File: src/rtl/integer_pe_requant.sv
// Requantization drain stage for the integer systolic PE: scale multiply,
// round-half-up arithmetic shift and saturation in a 3-stage valid/ready pipeline.
module integer_pe_requant #(
  parameter int ACC        = 32,
  parameter int OUT        = 8,
  parameter int SCALE      = 16,
  parameter int SHIFT_BITS = 6,
  parameter int CNT        = 16
) (
  input  logic                         clock,
  input  logic                         reset,
  input  logic signed [ACC-1:0]        accIn,
  input  logic signed [SCALE-1:0]      scaleIn,
  input  logic        [SHIFT_BITS-1:0] shiftIn,
  input  logic                         inValid,
  output logic                         inReady,
  output logic signed [OUT-1:0]        outData,
  output logic                         outSat,
  output logic                         outValid,
  input  logic                         outReady,
  input  logic                         clearCounts,
  output logic        [CNT-1:0]        satCount,
  output logic        [CNT-1:0]        beatCount
);

  localparam int PROD      = ACC + SCALE;
  localparam int RW        = PROD + 1;
  localparam int MAX_SHIFT = PROD - 1;

  localparam logic [SHIFT_BITS-1:0] MAX_SHIFT_W = SHIFT_BITS'(MAX_SHIFT);
  localparam logic signed [RW-1:0]  ONE_W       = RW'(1);
  localparam logic signed [RW-1:0]  SAT_MAX     = RW'((2 ** (OUT - 1)) - 1);
  localparam logic signed [RW-1:0]  SAT_MIN     = ~SAT_MAX;

  // Stage valids and per-stage load enables
  logic stage1_valid_reg, stage2_valid_reg, stage3_valid_reg;
  logic load1, load2, load3;

  // Stage 1 payload
  logic signed [ACC-1:0]        acc1_reg;
  logic signed [SCALE-1:0]      scale1_reg;
  logic        [SHIFT_BITS-1:0] shift1_reg;
  logic        [SHIFT_BITS-1:0] shift_clamped;

  // Stage 2 payload
  logic signed [PROD-1:0]       prod2_reg;
  logic signed [PROD-1:0]       prod_next;
  logic        [SHIFT_BITS-1:0] shift2_reg;

  // Stage 3 combinational rounding/saturation
  logic signed [RW-1:0]         prod_ext;
  logic signed [RW-1:0]         round_bias;
  logic signed [RW-1:0]         rounded;
  logic signed [OUT-1:0]        sat_data_next;
  logic                         sat_flag_next;

  logic delivered;

  // A stage loads when empty or when the stage after it loads this cycle
  assign load3    = !stage3_valid_reg | outReady;
  assign load2    = !stage2_valid_reg | load3;
  assign load1    = !stage1_valid_reg | load2;
  assign inReady  = load1;
  assign outValid = stage3_valid_reg;

  assign delivered = stage3_valid_reg & outReady;

  always_comb begin
    shift_clamped = shiftIn;
    if (32'(shiftIn) > MAX_SHIFT) begin
      shift_clamped = MAX_SHIFT_W;
    end
  end

  assign prod_next = PROD'(acc1_reg) * PROD'(scale1_reg);

  // Extra headroom bit keeps the rounding add from overflowing
  always_comb begin
    prod_ext   = RW'(prod2_reg);
    round_bias = '0;
    if (shift2_reg != '0) begin
      round_bias = ONE_W <<< (shift2_reg - SHIFT_BITS'(1));
    end
    rounded = (prod_ext + round_bias) >>> shift2_reg;
  end

  always_comb begin
    sat_data_next = rounded[OUT-1:0];
    sat_flag_next = 1'b0;
    if (rounded > SAT_MAX) begin
      sat_data_next = SAT_MAX[OUT-1:0];
      sat_flag_next = 1'b1;
    end else if (rounded < SAT_MIN) begin
      sat_data_next = SAT_MIN[OUT-1:0];
      sat_flag_next = 1'b1;
    end
  end

  always_ff @(posedge clock or posedge reset) begin
    if (reset) begin
      stage1_valid_reg <= 1'b0;
      stage2_valid_reg <= 1'b0;
      stage3_valid_reg <= 1'b0;
    end else begin
      if (load1) stage1_valid_reg <= inValid;
      if (load2) stage2_valid_reg <= stage1_valid_reg;
      if (load3) stage3_valid_reg <= stage2_valid_reg;
    end
  end

  // Payloads only move with a valid beat; bubbles leave them untouched
  always_ff @(posedge clock or posedge reset) begin
    if (reset) begin
      acc1_reg   <= '0;
      scale1_reg <= '0;
      shift1_reg <= '0;
    end else if (load1 && inValid) begin
      acc1_reg   <= accIn;
      scale1_reg <= scaleIn;
      shift1_reg <= shift_clamped;
    end
  end

  always_ff @(posedge clock or posedge reset) begin
    if (reset) begin
      prod2_reg  <= '0;
      shift2_reg <= '0;
    end else if (load2 && stage1_valid_reg) begin
      prod2_reg  <= prod_next;
      shift2_reg <= shift1_reg;
    end
  end

  always_ff @(posedge clock or posedge reset) begin
    if (reset) begin
      outData <= '0;
      outSat  <= 1'b0;
    end else if (load3 && stage2_valid_reg) begin
      outData <= sat_data_next;
      outSat  <= sat_flag_next;
    end
  end

  // Clear has priority over a coincident delivery
  always_ff @(posedge clock or posedge reset) begin
    if (reset) begin
      satCount  <= '0;
      beatCount <= '0;
    end else if (clearCounts) begin
      satCount  <= '0;
      beatCount <= '0;
    end else if (delivered) begin
      beatCount <= beatCount + CNT'(1);
      if (outSat && (satCount != '1)) begin
        satCount <= satCount + CNT'(1);
      end
    end
  end

endmodule

File: config.mk
export PLATFORM = sky130hd
export DESIGN_NAME = integer_pe_requant
export DESIGN_NICKNAME = d
export VERILOG_FILES = /design/src/rtl/integer_pe_requant.sv
export SDC_FILE = /design/constraint.sdc
export NUM_CORES = 2
export LEC_CHECK = 0
export BUFFER_PORTS_ARGS = -buffer_cell sky130_fd_sc_hd__buf_2
export CAP_MARGIN = 25
export CORE_UTILIZATION = 45
export DETAILED_ROUTE_END_ITERATION = 10
export MAX_ROUTING_LAYER = met4
export SYNTH_ARGS = -nofsm -noshare
export SYNTH_HDL_FRONTEND = slang
export SYNTH_SLANG_ARGS = --single-unit
File: constraint.sdc
create_clock -name clock -period 11.6 [get_ports clock]
set_clock_uncertainty 0.1 [all_clocks]
set_input_delay 2.32 -clock clock [delete_from_list [all_inputs] [get_ports clock]]
set_output_delay 2.32 -clock clock [all_outputs]
set_load 0.005 [all_outputs]
# ---- After elaboration in Yosys (flattened, before gate mapping)
# Cells that the tools add are included.
# W data, S select, Z words.
dict set report totals {
  n_memories 0
  romBits 0
  output_inout_bits 43
  reg_bits 152
  ram_bits 0
  word_cells 49
  latch_bits 0
  input_bits 59
}
dict set report op_classes {
  n_addsub 4
  div 0
  bitwise_logic 4
  shifts 2
  n_lt_le_gt_ge 3
  n_mux 11
  mul 1
  n_eq_ne 1
  n_reduce_logical 11
}
# cell n
set ops {}
lappend ops {{$mux W16} 5}
lappend ops {{$add A48 B49 Y49} 1}
lappend ops {{$gt A49 B8 Y1 const B} 1}
lappend ops {{$lt A49 B8 Y1 const B} 1}
lappend ops {{$mux W49} 1}
lappend ops {{$sshl A2 B6 Y49 const A} 1}
lappend ops {{$sshr A49 B6 Y49} 1}
lappend ops {{$mul A32 B16 Y48} 1}
lappend ops {{$add A16 B1 Y16 const B} 2}
lappend ops {{$mux W8} 2}
lappend ops {{$ne A16 B16 Y1 const B} 1}
lappend ops {{$gt A6 B6 Y1 const B} 1}
lappend ops {{$mux W6} 1}
lappend ops {{$reduce_bool A6 Y1} 1}
lappend ops {{$sub A6 B1 Y6 const B} 1}
lappend ops {{$logic_and A1 B1 Y1} 4}
lappend ops {{$reduce_bool A2 Y1} 2}
lappend ops {{$logic_not A1 Y1} 3}
lappend ops {{$or A1 B1 Y1} 3}
lappend ops {{$mux W1} 2}
lappend ops {{$reduce_and A2 Y1} 1}
lappend ops {{$and A1 B1 Y1} 1}

# ---- Logic depth before layout (Yosys ltp)
dict set report depth {
  word_depth 8
  mapped_depth 30
}

# ---- Least setup slack after synthesis
# OpenSTA, ideal clock, no wires.
dict set report synth_path {
  path_type {register -> register}
  startpoint {register scale1_reg[1]}
  endpoint {register prod2_reg[47]}
  slack_ns 3.940
  period_less_slack_ns 7.660
  setup_ns 0.134
  n_path_buf 1
  path_stages_with_launch 30
  t_arrival_ns 7.426
  required_time_ns 11.366
  path_cell_list {dfrtp_1 -> clkbuf_1 -> nand2_1 -> fa_1 -> inv_1 -> fa_1 -> inv_1 -> fa_1 -> fa_1 -> inv_1 -> fa_1 -> inv_1 -> fa_1 -> inv_1 -> ha_1 -> and3_1 -> and3_1 -> a211oi_1 -> o211ai_1 -> o211ai_1 -> o211a_1 -> o31a_1 -> a21oi_1 -> o41a_1 -> a41oi_1 -> a21oi_1 -> or4_1 -> a31oi_1 -> xnor2_1 -> o21ai_0}
}
dict set report synth_via {
  elab_chain_len 1
}
# item line
set synth_rtl {}
lappend synth_rtl {{start, declared} 41} ;# logic signed [SCALE-1:0] scale1_reg;
lappend synth_rtl {{start signal, assigned} 119} ;# scale1_reg <= scaleIn;
lappend synth_rtl {{$mul A32 B16 Y48} 75} ;# assign prod_next = PROD'(acc1_reg) * PROD'(scale1_reg);
lappend synth_rtl {{end signal, assigned} 129} ;# prod2_reg <= prod_next;
lappend synth_rtl {{end, declared} 46} ;# logic signed [PROD-1:0] prod2_reg;
# Every way passes these cells.
# A chain may end at the register's enable or synchronous reset.

# ---- Worst setup path in the final report
dict set report layout_path {
  startpoint {register scale1_reg[8]}
  endpoint {register prod2_reg[47]}
}
# The elaborated chain is that of the path after synthesis.

==> results.cfg <==
[run_status]
status = complete, no violations

[sta]
finalMaxSlewViolations = 0
final.min_clock_period_ns = 8.52
setup_tns_ns = 0
setup_viol = 0
worst_pin_slew_ns = 1.12
period_share_pct = 73.5
hold_ws_ns = 0.383
rsz0062_at_grt = no
hold_viol = 0
fmax_mhz = 117
relSlewSlack_pct = 25.1

[die]
core_region_area_um2 = 70100
ios = 102
die_y_um = 269
fp.dieArea_um2 = 72100
dieWidth_um = 269
start_util_pct = 45.6
rows = 97

[cts]
clkTransAtPathRegs_ns = 0.07
cts-htree-levels = 4
tritoncts = yes
holdBufCountCts = 0
cts_inserted_buffers = 17
post_cts_buffers = 0
clk_latency_ns = 0.48
cts-root-buf = clkbuf_16
cts.sinks = 152
clock_path_buffers = 2
cts.repair.resized = 0

[setup_path]
crit_path_top_delay_cell = dfrtp_1
crit_fanout = 19
max_stage_delay_ns = 0.67
cp.arrival_ns = 8.74
cp-end-kind = flop
cpMostUsedCell = fa_1
cp.required_ns = 11.82
criticalPathCategory = flop to flop
startpoint_type = flop

[logic_synthesis]
syn_nets = 4497
yosysUniqueCellTypes = 102
synth_warnings = 0
synth-seq-area-share_pct = 11.9
postSynth.asyncResetShare_pct = 100
netlist_area_um2 = 32000
synth_edf_count = 0
synth_cells = 3787
synth-seq-cells = 152
syn_area_per_cell_um2 = 8.44
ys.flop_type = dfrtp_1

[global_route]
track_usage_pct = 28.3
grt_pass1_vias = 27348
grt_pass1_wl_um = 155000
grt-ovfl-total = 0
grt_antenna_before_repair = 0
grt_max_degree = 95

[detailed_routing]
viasPerCell = 5.80
first_pass_iters = 6
ant_nets = 0
drt-total-wl_um = 96600
drc = 0
num_vias = 27244
drt_iter0_markers = 2125
wire_per_inst_um = 20.6

[job]
maxCapViolations = 0

[cells_and_area]
layout-drive-gt1-share_pct = 8.65
synthToLayoutAreaGrowth_pct = 5.69
antenna_cells = 0
mostFrequentLayoutCells = nand2_1, inv_1, fa_1
nets = 4455
final_common_cell = nand2_1
largest_reg_flops = 48

[place]
dp.final_hpwl_um = 76200
gp_congestion = 0.992
port_buffers = 101

[min_path]
holdCritPathClass = flop to flop
## synth_stat cells, types with 10 or more instances
| cell type | count | area, um2 |
|---|---|---|
| mux2_2 | 76 | 856 |
| or3_1 | 17 | 106 |
| mux2i_1 | 38 | 380 |
| a21oi_1 | 142 | 711 |
| a21o_1 | 38 | 285 |
| o2111ai_1 | 11 | 96.3 |
| nand2_1 | 530 | 1990 |
| nor2b_1 | 17 | 106 |
| ha_1 | 164 | 2050 |
| or2_2 | 11 | 68.8 |
| o21a_1 | 26 | 195 |
| xnor2_1 | 55 | 482 |
| o211a_1 | 10 | 100 |
| buf_1 | 25 | 93.8 |
| o21ai_1 | 16 | 80.1 |
| o31ai_1 | 15 | 113 |
| xor2_1 | 55 | 482 |
| o211ai_1 | 43 | 323 |
| o221ai_1 | 15 | 131 |
| nand2b_1 | 50 | 313 |
| nor2_1 | 233 | 875 |
| a211oi_1 | 54 | 405 |
| buf_2 | 24 | 120 |
| fa_1 | 487 | 9750 |
| nand4_1 | 38 | 238 |
| inv_1 | 509 | 1910 |
| clkbuf_1 | 160 | 601 |
| and3_1 | 25 | 156 |
| and2_1 | 194 | 1210 |
| nor4_1 | 17 | 106 |
| nor3_1 | 58 | 290 |
| o21bai_1 | 12 | 90.1 |
| nand3_1 | 55 | 275 |
| o31a_1 | 11 | 96.3 |
| a31oi_1 | 24 | 150 |
| o21ai_0 | 154 | 771 |
| mux4_2 | 12 | 270 |
| o22ai_1 | 16 | 100 |
| dfrtp_1 | 152 | 3800 |
## worst max-delay path: cells and delay by family, from the launching register on
kind / cells / cell delay (ns)
compound gates: 13 / 3.04
flops: 1 / 0.67
buf+inv: 6 / 0.62
simple gates: 2 / 0.54
xor+xnor: 1 / 0.13
fa+ha+maj: 7 / 3.27
## final timing paths
check                              start       endpoint  cells after the start  slack, ns
hold / removal             shift1_reg[2]  shift1_reg[2]                      2       0.38
max in group asynchronous          reset  prod2_reg[44]                      3       8.11
hold reg to reg            shift1_reg[2]  shift1_reg[2]                      2       0.38
setup / recovery           scale1_reg[8]  prod2_reg[47]                     29       3.08
setup reg to reg           scale1_reg[8]  prod2_reg[47]                     29       3.08
min in group asynchronous          reset   beatCount[7]                      2       1.93
## layer usage
layer | up-vias | GRT usage (%) | part of all wire [%]
met4 | 0 | 9.86 | 3.3
met2 | 927 | 44.9 | 47
met1 | 13652 | 37.5 | 44
met3 | 185 | 3.36 | 5.4
met5 | - | - | 0
li1 | 12480 | - | -
## kinds of logic (layout without fill, tap and decap cells)
family                     count (synthesis)  after routing  synth area share [%]
and+or+nand+nor                         1302           1302                  19.5
AOI/OAI and AO/OA                        723            723                  15.4
buffers and inverters                    723            694                  8.64
adders and majority gates                651            651                  36.9
DFF                                      152            152                  11.9
muxes                                    126            126                  4.71
xor gates and xnor gates                 110            110                  3.01
## layout make-up
| cell class | count | area (um2) |
|---|---|---|
| well taps | 940 | 1180 |
| clock buffers | 18 | 429 |
| fillers | 6981 | 36400 |
| flip-flops and latches | 152 | 3810 |
| clock inverters | 14 | 131 |
| repair buffers | 153 | 916 |
| inverters | 509 | 1920 |
| multi-input cells | 2912 | 25400 |
## stage by stage
| step | setup slack [ns] | util [%] | cell area, um2 | cells |
|---|---|---|---|---|
| floorplan | 3.94 | - | 32000 | 3787 |
| global placement | 3.07 | 47.3 | 33200 | 4665 |
| detailed placement | 2.88 | 47.3 | 33200 | 4665 |
| CTS | 2.83 | 48.1 | 33800 | 4697 |
| global route | 2.51 | 48.2 | 33800 | 4698 |
| finish | 3.08 | 48.2 | 33800 | 4698 |
Power is left out: the tool's default activity adds up to more than one toggle a clock period on the data nets, which glitch-free logic cannot reach.
